[src/rtl/uart_boot_sequencer.sv]
// UART boot loader: receives a framed program image, writes it word-by-word into imem,
// verifies an additive checksum, replies ACK/NAK and then releases the CPU.
module uart_boot_sequencer #(
    parameter logic [7:0]  MAGIC          = 8'hA5,
    parameter int          MAX_WORDS      = 1024,
    parameter logic [31:0] IMEM_BASE      = 32'h0000_0000,
    parameter int          TIMEOUT_CYCLES = 500000,
    parameter int          RST_CYCLES     = 16
) (
    input  logic        CLK,
    input  logic        reset_n,
    input  logic        rx_valid,
    input  logic [7:0]  rx_byte,
    input  logic        tx_ready,
    output logic        tx_valid,
    output logic [7:0]  tx_byte,
    output logic        imem_WE,
    output logic [31:0] imem_A,
    output logic [31:0] imem_WD,
    output logic        cpu_stall,
    output logic        cpu_reset,
    output logic        prog_mode,
    output logic        boot_done,
    output logic        boot_error
);

    // Handshakes: rx_valid is a one-cycle strobe with no backpressure; a response
    // byte is transferred on the cycle where tx_valid && tx_ready, and tx_valid/tx_byte
    // stay constant until then.

    localparam logic [7:0] ACK = 8'h06;
    localparam logic [7:0] NAK = 8'h15;
    localparam int TMO_W = $clog2(TIMEOUT_CYCLES + 1);
    localparam int RST_W = $clog2(RST_CYCLES + 1);

    typedef enum logic [2:0] {
        IDLE, LEN0, LEN1, DATA, CSUM, RESP, RELEASE
    } state_t;

    state_t             state, state_next;
    logic [7:0]         n_lo;
    logic [15:0]        n_words;
    logic [15:0]        word_idx;
    logic [1:0]         byte_idx;
    logic [23:0]        word_buf;
    logic [7:0]         csum;
    logic [TMO_W-1:0]   tmo_cnt;
    logic [RST_W-1:0]   rst_cnt;

    logic               frame_start;
    logic               in_frame;
    logic               timeout;
    logic               tx_done;
    logic               rst_last;
    logic               resp_load;
    logic [7:0]         resp_code;
    logic [15:0]        len_rx;

    always_ff @(posedge CLK or negedge reset_n) begin
        if (!reset_n) state <= IDLE;
        else          state <= state_next;
    end

    always_comb begin
        state_next  = state;
        resp_load   = 1'b0;
        resp_code   = NAK;
        len_rx      = {rx_byte, n_lo};
        frame_start = (state == IDLE) && rx_valid && (rx_byte == MAGIC);
        in_frame    = (state == LEN0) || (state == LEN1) || (state == DATA) || (state == CSUM);
        timeout     = in_frame && !rx_valid && (tmo_cnt == TMO_W'(TIMEOUT_CYCLES - 1));
        tx_done     = tx_valid && tx_ready;
        rst_last    = (rst_cnt == RST_W'(RST_CYCLES - 1));
        case (state)
            IDLE:    if (frame_start) state_next = LEN0;
            LEN0:    if (rx_valid) state_next = LEN1;
            LEN1: begin
                if (rx_valid) begin
                    if (len_rx > 16'(MAX_WORDS)) begin
                        state_next = RESP;
                        resp_load  = 1'b1;
                    end else if (len_rx == 16'd0) begin
                        state_next = CSUM;
                    end else begin
                        state_next = DATA;
                    end
                end
            end
            DATA: begin
                if (rx_valid && byte_idx == 2'd3 && word_idx == n_words - 16'd1)
                    state_next = CSUM;
            end
            CSUM: begin
                if (rx_valid) begin
                    state_next = RESP;
                    resp_load  = 1'b1;
                    resp_code  = (rx_byte == csum) ? ACK : NAK;
                end
            end
            RESP:    if (tx_done) state_next = (tx_byte == ACK) ? RELEASE : IDLE;
            RELEASE: if (rst_last) state_next = IDLE;
            default: state_next = IDLE;
        endcase
        // Timeout only fires on an idle cycle, so it never competes with a byte.
        if (timeout) begin
            state_next = RESP;
            resp_load  = 1'b1;
            resp_code  = NAK;
        end
    end

    always_ff @(posedge CLK or negedge reset_n) begin
        if (!reset_n) begin
            tx_valid   <= 1'b0;
            tx_byte    <= 8'h00;
            imem_WE    <= 1'b0;
            imem_A     <= 32'h0;
            imem_WD    <= 32'h0;
            cpu_stall  <= 1'b0;
            cpu_reset  <= 1'b0;
            prog_mode  <= 1'b0;
            boot_done  <= 1'b0;
            boot_error <= 1'b0;
            n_lo       <= 8'h00;
            n_words    <= 16'h0;
            word_idx   <= 16'h0;
            byte_idx   <= 2'd0;
            word_buf   <= 24'h0;
            csum       <= 8'h00;
            tmo_cnt    <= '0;
            rst_cnt    <= '0;
        end else begin
            imem_WE <= 1'b0;
            if (!in_frame || rx_valid) tmo_cnt <= '0;
            else                       tmo_cnt <= tmo_cnt + TMO_W'(1);

            case (state)
                IDLE: begin
                    if (frame_start) begin
                        prog_mode  <= 1'b1;
                        cpu_stall  <= 1'b1;
                        boot_done  <= 1'b0;
                        boot_error <= 1'b0;
                        csum       <= 8'h00;
                        byte_idx   <= 2'd0;
                        word_idx   <= 16'h0;
                    end
                end
                LEN0: if (rx_valid) n_lo <= rx_byte;
                LEN1: if (rx_valid) n_words <= len_rx;
                DATA: begin
                    if (rx_valid) begin
                        csum     <= csum + rx_byte;
                        byte_idx <= byte_idx + 2'd1;
                        // Bytes enter at the top so the first byte ends up in bits 7:0.
                        word_buf <= {rx_byte, word_buf[23:8]};
                        if (byte_idx == 2'd3) begin
                            imem_WE  <= 1'b1;
                            imem_A   <= IMEM_BASE + {14'd0, word_idx, 2'b00};
                            imem_WD  <= {rx_byte, word_buf};
                            word_idx <= word_idx + 16'd1;
                        end
                    end
                end
                RESP: begin
                    if (tx_done) begin
                        tx_valid  <= 1'b0;
                        prog_mode <= 1'b0;
                        if (tx_byte == ACK) begin
                            boot_done <= 1'b1;
                            cpu_reset <= 1'b1;
                            rst_cnt   <= '0;
                        end else begin
                            boot_error <= 1'b1;
                        end
                    end
                end
                RELEASE: begin
                    rst_cnt <= rst_cnt + RST_W'(1);
                    if (rst_last) begin
                        cpu_reset <= 1'b0;
                        cpu_stall <= 1'b0;
                    end
                end
                default: ;
            endcase

            if (resp_load) begin
                tx_valid <= 1'b1;
                tx_byte  <= resp_code;
            end
        end
    end

endmodule
[config.mk]
export PLATFORM = sky130hd
export DESIGN_NAME = uart_boot_sequencer
export DESIGN_NICKNAME = d
export VERILOG_FILES = /design/src/rtl/uart_boot_sequencer.sv
export SDC_FILE = /design/constraint.sdc
export NUM_CORES = 1
export LEC_CHECK = 0
export ABC_AREA = 1
export BUFFER_PORTS_ARGS = -buffer_cell sky130_fd_sc_hd__buf_2
export CAP_MARGIN = 15
export CORE_ASPECT_RATIO = 2
export CORE_MARGIN = 3
export CORE_UTILIZATION = 59
export CTS_BUF_LIST = sky130_fd_sc_hd__clkbuf_8 sky130_fd_sc_hd__clkbuf_16
export DETAILED_ROUTE_END_ITERATION = 10
export MAX_ROUTING_LAYER = met4
export PLACE_DENSITY = 0.82
export SLEW_MARGIN = 40
export SYNTH_ARGS = -nofsm -noshare
export SYNTH_HDL_FRONTEND = slang
export SYNTH_SLANG_ARGS = --single-unit
[constraint.sdc]
create_clock -name CLK -period 2.3 [get_ports CLK]
set_input_delay 0.46 -clock CLK [delete_from_list [all_inputs] [get_ports CLK]]
set_output_delay 0.46 -clock CLK [all_outputs]
set_load 0.01 [all_outputs]
==> impl_metrics.env, run 1 <==
export IMPL_status="completed"
export IMPL_routed_wl_mm=19.5
export IMPL_synth_most_common_cell="nand2_1"
export IMPL_drc=0
export IMPL_place_inst=1171
export IMPL_cp_max_fo=17
export IMPL_cp_end_kind="flip-flop"
export IMPL_synth_area_top_cells="dfrtp_1 (51%), nand2_1 (13%), o21ai_0 (7.1%)"
export IMPL_post_route_min_period_ns=2.09
export IMPL_tightest_slew_ns=0.666
export IMPL_worstSetupPathType="flip-flop to flip-flop"
export IMPL_pwr_share_seq=0.411
export IMPL_synth_common_cells="nand2_1 (262), dfrtp_1 (159), o21ai_0 (112)"
export IMPL_clock_power_share=0.287
export IMPL_coreArea_um2=13000
export IMPL_grt_pass1_vias=6669
export IMPL_syn2layout_area_growth_pct=14.3
export IMPL_dr_total_vias=6664
export IMPL_synth_avg_cell_area_um2=8.22
export IMPL_place_congestion=0.936
export IMPL_grt_overflow_total=0
export IMPL_cts_buffers=17
export IMPL_rsz0062_at_grt="no"
export IMPL_final_setup_viol_count=0
export IMPL_seq_area_um2=3980
export IMPL_nFillCells=1045
export IMPL_synth_top_area_frac=0.507
export IMPL_clkSinkCount=159
export IMPL_drt_first_pass_iters=5
export IMPL_via_per_inst=5.53
export IMPL_final_layout_size_suffix_gt1_frac=0.135
export IMPL_port_buffers=70
export IMPL_cts_htree_levels=4
export IMPL_startpoint_type="flip-flop"
export IMPL_utilization=0.690
export IMPL_dieArea_um2=14800
export IMPL_powerDensity_nw_per_um2=1050
export IMPL_synth_cells=954
export IMPL_finalHoldViolCount=0
export IMPL_cts_tree="done"
export IMPL_initial_core_util=0.604
export IMPL_routedWlPerCell_um=16.2
export IMPL_first_iter_violations=548
export IMPL_yosys_area_top_type="dfrtp_1"
export IMPL_postCtsSetupBuffers=0
export IMPL_yosysUniqueCellTypes=48
export IMPL_multiInputGateArea_um2=3240
export IMPL_slew_headroom=0.555
export IMPL_ys_seq_elements=159
export IMPL_ys_seq_area_frac=0.507
export IMPL_layout_nets=1065
export IMPL_antenna_cells=0
export IMPL_wl_met2_mm=10.6
export IMPL_dr_max_layer_used="met4"
export IMPL_clkTransAtPathRegs_ns=0.06
export IMPL_pin_count=91
export IMPL_async_reset_ff_frac=1.00
export IMPL_swShare=0.377
export IMPL_dieHeight_um=169
export IMPL_cts_root_buf="clkbuf_16"
export IMPL_peakVddDrop_uv=630
export IMPL_p_sw_uw=3560
export IMPL_drv_slew=0
export IMPL_synth_edff_count=0
export IMPL_hp_class="input pin to flip-flop"
export IMPL_postRouteAntennaNets=0
export IMPL_cellInternalPower_uw=5880
export IMPL_antenna_found_initial=0
export IMPL_p_comb_frac=0.302
export IMPL_rows=59
export IMPL_fmax_mhz=479
export IMPL_finClkSkew_ns=0.00824
export IMPL_cts_max_path_buffers=2
export IMPL_cp_arrival_ns=2.44
export IMPL_wl_met3_um=846
export IMPL_synth_area_um2=7840
export IMPL_fin_cells=1204
export IMPL_die_w_um=87.5
export IMPL_grt_max_degree=57
export IMPL_clock_latency_ns=0.43
export IMPL_dp_hpwl_mm=14.4
export IMPL_grt_first_pass_wirelength_mm=32.2
export IMPL_ys_warn_count=0
export IMPL_finalSetupTns_ns=0
export IMPL_hold_slack_ns=0.352
export IMPL_met1_length_mm=6.96
export IMPL_leakage_uw=0.00455
export IMPL_cap_violations=0
export IMPL_crit_required_ns=2.65
export IMPL_finalCritPeriodShare=0.908
export IMPL_grt_usage=0.290
export IMPL_synth_main_ff_cell="dfrtp_1"
[stage by stage]
stage               worst slack, ns  area [um2]  power, uW
finish                        0.213        8960       9450
detailed placement            0.154        8380       6710
floorplan                     0.415        7910       5870
CTS                           0.193        8950       9460
global placement              0.212        8380       6600
global route                 0.0186        8960      10100
[state kept, by name, summed over array words and instances, names as in the netlist, 2 cells and up]
| signal | flops |
|---|---|
| csum | 8 |
| state | 3 |
| rst_cnt | 5 |
| n_lo | 8 |
| word_idx | 16 |
| n_words | 16 |
| tx_byte | 3 |
| byte_idx | 2 |
| imem_A | 16 |
| tmo_cnt | 19 |
| imem_WD | 32 |
| word_buf | 24 |
[power by group through the flow]
stage / logic, uW / clock network (uW) / registers, uW
after floorplan: 2050 / 0 / 3820
after global placement: 2710 / 0 / 3890
after detailed placement: 2790 / 0 / 3920
after CTS: 2840 / 2730 / 3880
after global routing: 3290 / 2860 / 3950
final: 2850 / 2710 / 3890
[worst max-delay path: stages (launching register included)]
cell,delay (ns)
dfrtp_1,0.51
inv_1,0.15
nand2_2,0.15
inv_1,0.14
o21ai_4,0.52
nor2_2,0.12
inv_1,0.16
o21ai_0,0.11
a21oi_1,0.13
[metal layers]
layer / track usage / up-vias
li1: - / 3205
met1: 0.302 / 3164
met2: 0.502 / 226
met3: 0.0419 / 69
met4: 0.173 / 0
met5: - / -
[final timing paths]
kind | from | endpoint | slack (ns) | depth (start not counted)
max reg2reg | state[2]$_DFFE_PN0P_ | word_idx[3]$_DFFE_PN0P_ | 0.21 | 8
max | state[2]$_DFFE_PN0P_ | word_idx[3]$_DFFE_PN0P_ | 0.21 | 8
min reg2reg | imem_A[14]$_DFFE_PN0P_ | imem_A[14]$_DFFE_PN0P_ | 0.47 | 2
max in group asynchronous | reset_n | rst_cnt[1]$_DFFE_PN0P_ | 1.07 | 3
min in group asynchronous | reset_n | imem_A[15]$_DFFE_PN0P_ | 0.54 | 2
min | rx_byte[4] | word_buf[20]$_DFFE_PN0P_ | 0.35 | 3
[placed cells by master (no fill, tap or decap), types with 6 or more instances in the layout]
cell / instances
nor4_1: 8
buf_4: 16
inv_1: 112
conb_1: 20
nand2_1: 261
nand4_1: 13
xor2_1: 19
nor2_1: 73
ha_1: 12
nand3_1: 36
clkbuf_16: 17
dfrtp_1: 159
a21oi_1: 25
nor3_1: 19
inv_6: 7
buf_2: 69
o21ai_0: 112
xnor2_1: 6
[logic make-up (layout without fill, tap and decap cells)]
group,Yosys count,after routing,synth area share
AO/OA/AOI/OAI,164,164,0.114
XOR/XNOR,25,25,0.0279
adder cells (fa/ha/maj),14,14,0.0233
buffers and inverters,160,239,0.0897
flip-flops,159,159,0.507
other,1,20,0.000478
AND/OR/NAND/NOR,431,431,0.238
[final cells by class]
cell class	instances	area share
flip-flops and latches	159	0.444
multi-input cells	654	0.361
repair buffers	90	0.0610
inverters	117	0.0499
clock buffers	17	0.0475
well taps	152	0.0212
clock inverters	15	0.0152
[repair_timing]
| item | 4_1_cts | 5_1_grt |
|---|---|---|
| hold buffers | 1 | 0 |
| endpoints found under the hold margin | 1 | 0 |
| gates resized for setup | 0 | 2 |
| endpoints found under the setup margin | 0 | 3 |
(Power assumes the default switching activity.)
==> run 2, diff against run 1 <==
Settings changed: GPL_TIMING_DRIVEN from default to 0, SETUP_SLACK_MARGIN from default to 0.5.
==> run 2 against run 1 <==
Clock power fell by 2%; critical path depth rose by 6; non-clock buffer count rose by 78; first-iteration DRC count rose by 5.7%; total power rose by 12%; global-route usage rose by 2.4 points; design area rose by 12%; sequential power rose by 1%; fmax rose by 1.1%; final cell count rose by 6.6%; register-to-register slack improved by 0.02 ns; utilization rose by 8.1 points.
==> impl_metrics.env, run 2 (synthesis results as in run 1) <==
export IMPL_fin_total_pwr_uw=10500
export IMPL_peakVddDrop_uv=714
export IMPL_dr_total_vias=7428
export IMPL_final_setup_viol_count=0
export IMPL_worstSetupPathType="flip-flop to flip-flop"
export IMPL_grt_overflow_total=0
export IMPL_routed_wl_mm=23.8
export IMPL_powerDensity_nw_per_um2=1050
export IMPL_cellInternalPower_uw=6330
export IMPL_startpoint_type="flip-flop"
export IMPL_syn2layout_area_growth_pct=27.6
export IMPL_coreArea_um2=13000
export IMPL_finalCritPeriodShare=0.898
export IMPL_ff2ff_path_depth=14
export IMPL_first_iter_violations=579
export IMPL_rows=59
export IMPL_clock_power_share=0.253
export IMPL_fmax_mhz=484
export IMPL_initial_core_util=0.604
export IMPL_dp_hpwl_mm=14.8
export IMPL_final_layout_size_suffix_gt1_frac=0.271
export IMPL_largest_reg_flops=32
export IMPL_grt_pass1_vias=7250
export IMPL_cp_max_fo=4
export IMPL_p_comb_frac=0.374
export IMPL_layout_nets=1144
export IMPL_postRouteAntennaNets=0
export IMPL_place_congestion=0.942
export IMPL_antenna_cells=0
export IMPL_multiInputGateArea_um2=3670
export IMPL_largestRegisters="imem_WD x32, word_buf x24, tmo_cnt x19"
export IMPL_grt_usage=0.314
export IMPL_swShare=0.399
export IMPL_top_register="imem_WD"
export IMPL_dieArea_um2=14800
export IMPL_hp_class="input pin to flip-flop"
export IMPL_finClkSkew_ns=0.0163
export IMPL_seq_area_um2=3990
export IMPL_cp_arrival_ns=2.38
export IMPL_clock_latency_ns=0.44
export IMPL_most_common_layout_cells="nand2_1 (244), dfrtp_1 (153), o21ai_0 (101)"
export IMPL_clkTransAtPathRegs_ns=0.07
export IMPL_grt_max_degree=62
export IMPL_pin_count=91
export IMPL_post_route_min_period_ns=2.06
export IMPL_drc=0
export IMPL_dieHeight_um=169
export IMPL_final_common_cell="nand2_1"
export IMPL_cts_max_path_buffers=2
export IMPL_placed_cell_area_um2=8550
export IMPL_pwr_share_seq=0.374
export IMPL_utilization=0.770
export IMPL_drt_first_pass_iters=5
export IMPL_nFillCells=805
export IMPL_cp_end_kind="flip-flop"
export IMPL_rsz0062_at_grt="yes"
export IMPL_leakage_uw=0.00507
export IMPL_min_delay_path_depth=3
export IMPL_cts_htree_levels=4
export IMPL_grt_first_pass_wirelength_mm=34.7
export IMPL_port_buffers=70
export IMPL_via_per_inst=5.79
export IMPL_routedWlPerCell_um=18.6
export IMPL_status="completed"
export IMPL_cts_root_buf="clkbuf_16"
export IMPL_cts_buffers=17
export IMPL_antenna_found_initial=0
export IMPL_cts_tree="done"
export IMPL_p_sw_uw=4210
export IMPL_clkSinkCount=159
export IMPL_finalHoldViolCount=0
export IMPL_stdcell_area_um2=10000
export IMPL_die_w_um=87.5
export IMPL_crit_required_ns=2.61
export IMPL_drv_slew=0
export IMPL_cap_violations=0
==> run 2: cell count changes in the layout (fill, tap and decap cells not counted), sizes merged <==
cell | previous run | this run
clkinvlp | 0 | 5
buf | 89 | 151
clkinv | 5 | 4
clkbuf | 17 | 33
inv | 126 | 124
bufinv | 1 | 0
==> run 2: worst paths after layout <==
| path | to | slack (ns) | startpoint |
|---|---|---|---|
| worst max-delay path | state[0]$_DFFE_PN0P_ | 0.24 | n_words[0]$_DFFE_PN0P_ |
| worst min-delay path | word_buf[20]$_DFFE_PN0P_ | 0.31 | rx_byte[4] |
| worst max register to register | state[0]$_DFFE_PN0P_ | 0.24 | n_words[0]$_DFFE_PN0P_ |
| worst min register to register | imem_A[12]$_DFFE_PN0P_ | 0.47 | imem_A[12]$_DFFE_PN0P_ |
| max in group asynchronous | state[2]$_DFFE_PN0P_ | 0.87 | reset_n |
| min in group asynchronous | imem_A[15]$_DFFE_PN0P_ | 0.48 | reset_n |
==> run 2: cell type report <==
type	count	share of cell area
Clock buffer	17	0.0425
Clock inverter	15	0.0125
Timing Repair inverter	1	0.000750
Multi-Input combinational cell	654	0.367
Timing Repair Buffer	125	0.0847
Sequential cell	159	0.398
Buffer	43	0.0288
Tap cell	152	0.0190
Inverter	117	0.0461
==> run 2: through the flow <==
stage / TNS (ns) / std cells / worst slack, ns / hold WS, ns
2_1_floorplan: 0 / 973 / 0.475 / 0.164
3_3_place_gp: -249.71 / 1195 / -1.59 / 0.449
3_5_place_dp: 0 / 1197 / 0.123 / 0.367
4_1_cts: 0 / 1258 / 0.428 / 0.331
5_1_grt: 0 / 1283 / 0.142 / 0.367
6_report: 0 / 1283 / 0.236 / 0.313
==> run 2: critical path: stages, from the launching register on <==
cell and delay, ns:
dfrtp_1 0.42, inv_2 0.10, ha_4 0.18, nand3_4 0.08
buf_4 0.14, nand2_1 0.06, nand3_1 0.09, nand2_1 0.09
nand2_1 0.07, nor2_2 0.15, nand4_1 0.18, nand2_2 0.16
nand2_4 0.08, nand2_2 0.09, nand3_2 0.05
==> run 2: power by group through the flow <==
| stage | combinational (uW) | clock, uW | sequential [uW] |
|---|---|---|---|
| 6_report | 3940 | 2660 | 3940 |
| 5_1_grt | 4350 | 2780 | 4000 |
| 4_1_cts | 3310 | 2650 | 3880 |
| 3_5_place_dp | 2800 | 0 | 3900 |
| 3_3_place_gp | 2700 | 0 | 3880 |
| 2_1_floorplan | 2080 | 0 | 3820 |
==> run 2: timing repair <==
action / in CTS / in global routing
cloned: 0 / 1
pin swaps: 35 / 42
resized for setup: 69 / 93
setup endpoints to repair: 123 / 91
hold buffers: 1 / 0
buffers inserted: 28 / 24
endpoints found under the hold margin: 41 / 0
==> run 2: per-layer routing <==
layer	vias to the layer above	GRT usage	routed length, um	share of wire
li1	3376	-	-	-
met1	3465	0.302	7640	0.32
met2	438	0.550	12800	0.54
met3	149	0.0507	1510	0.063
met4	0	0.218	1860	0.078
met5	-	-	0	0
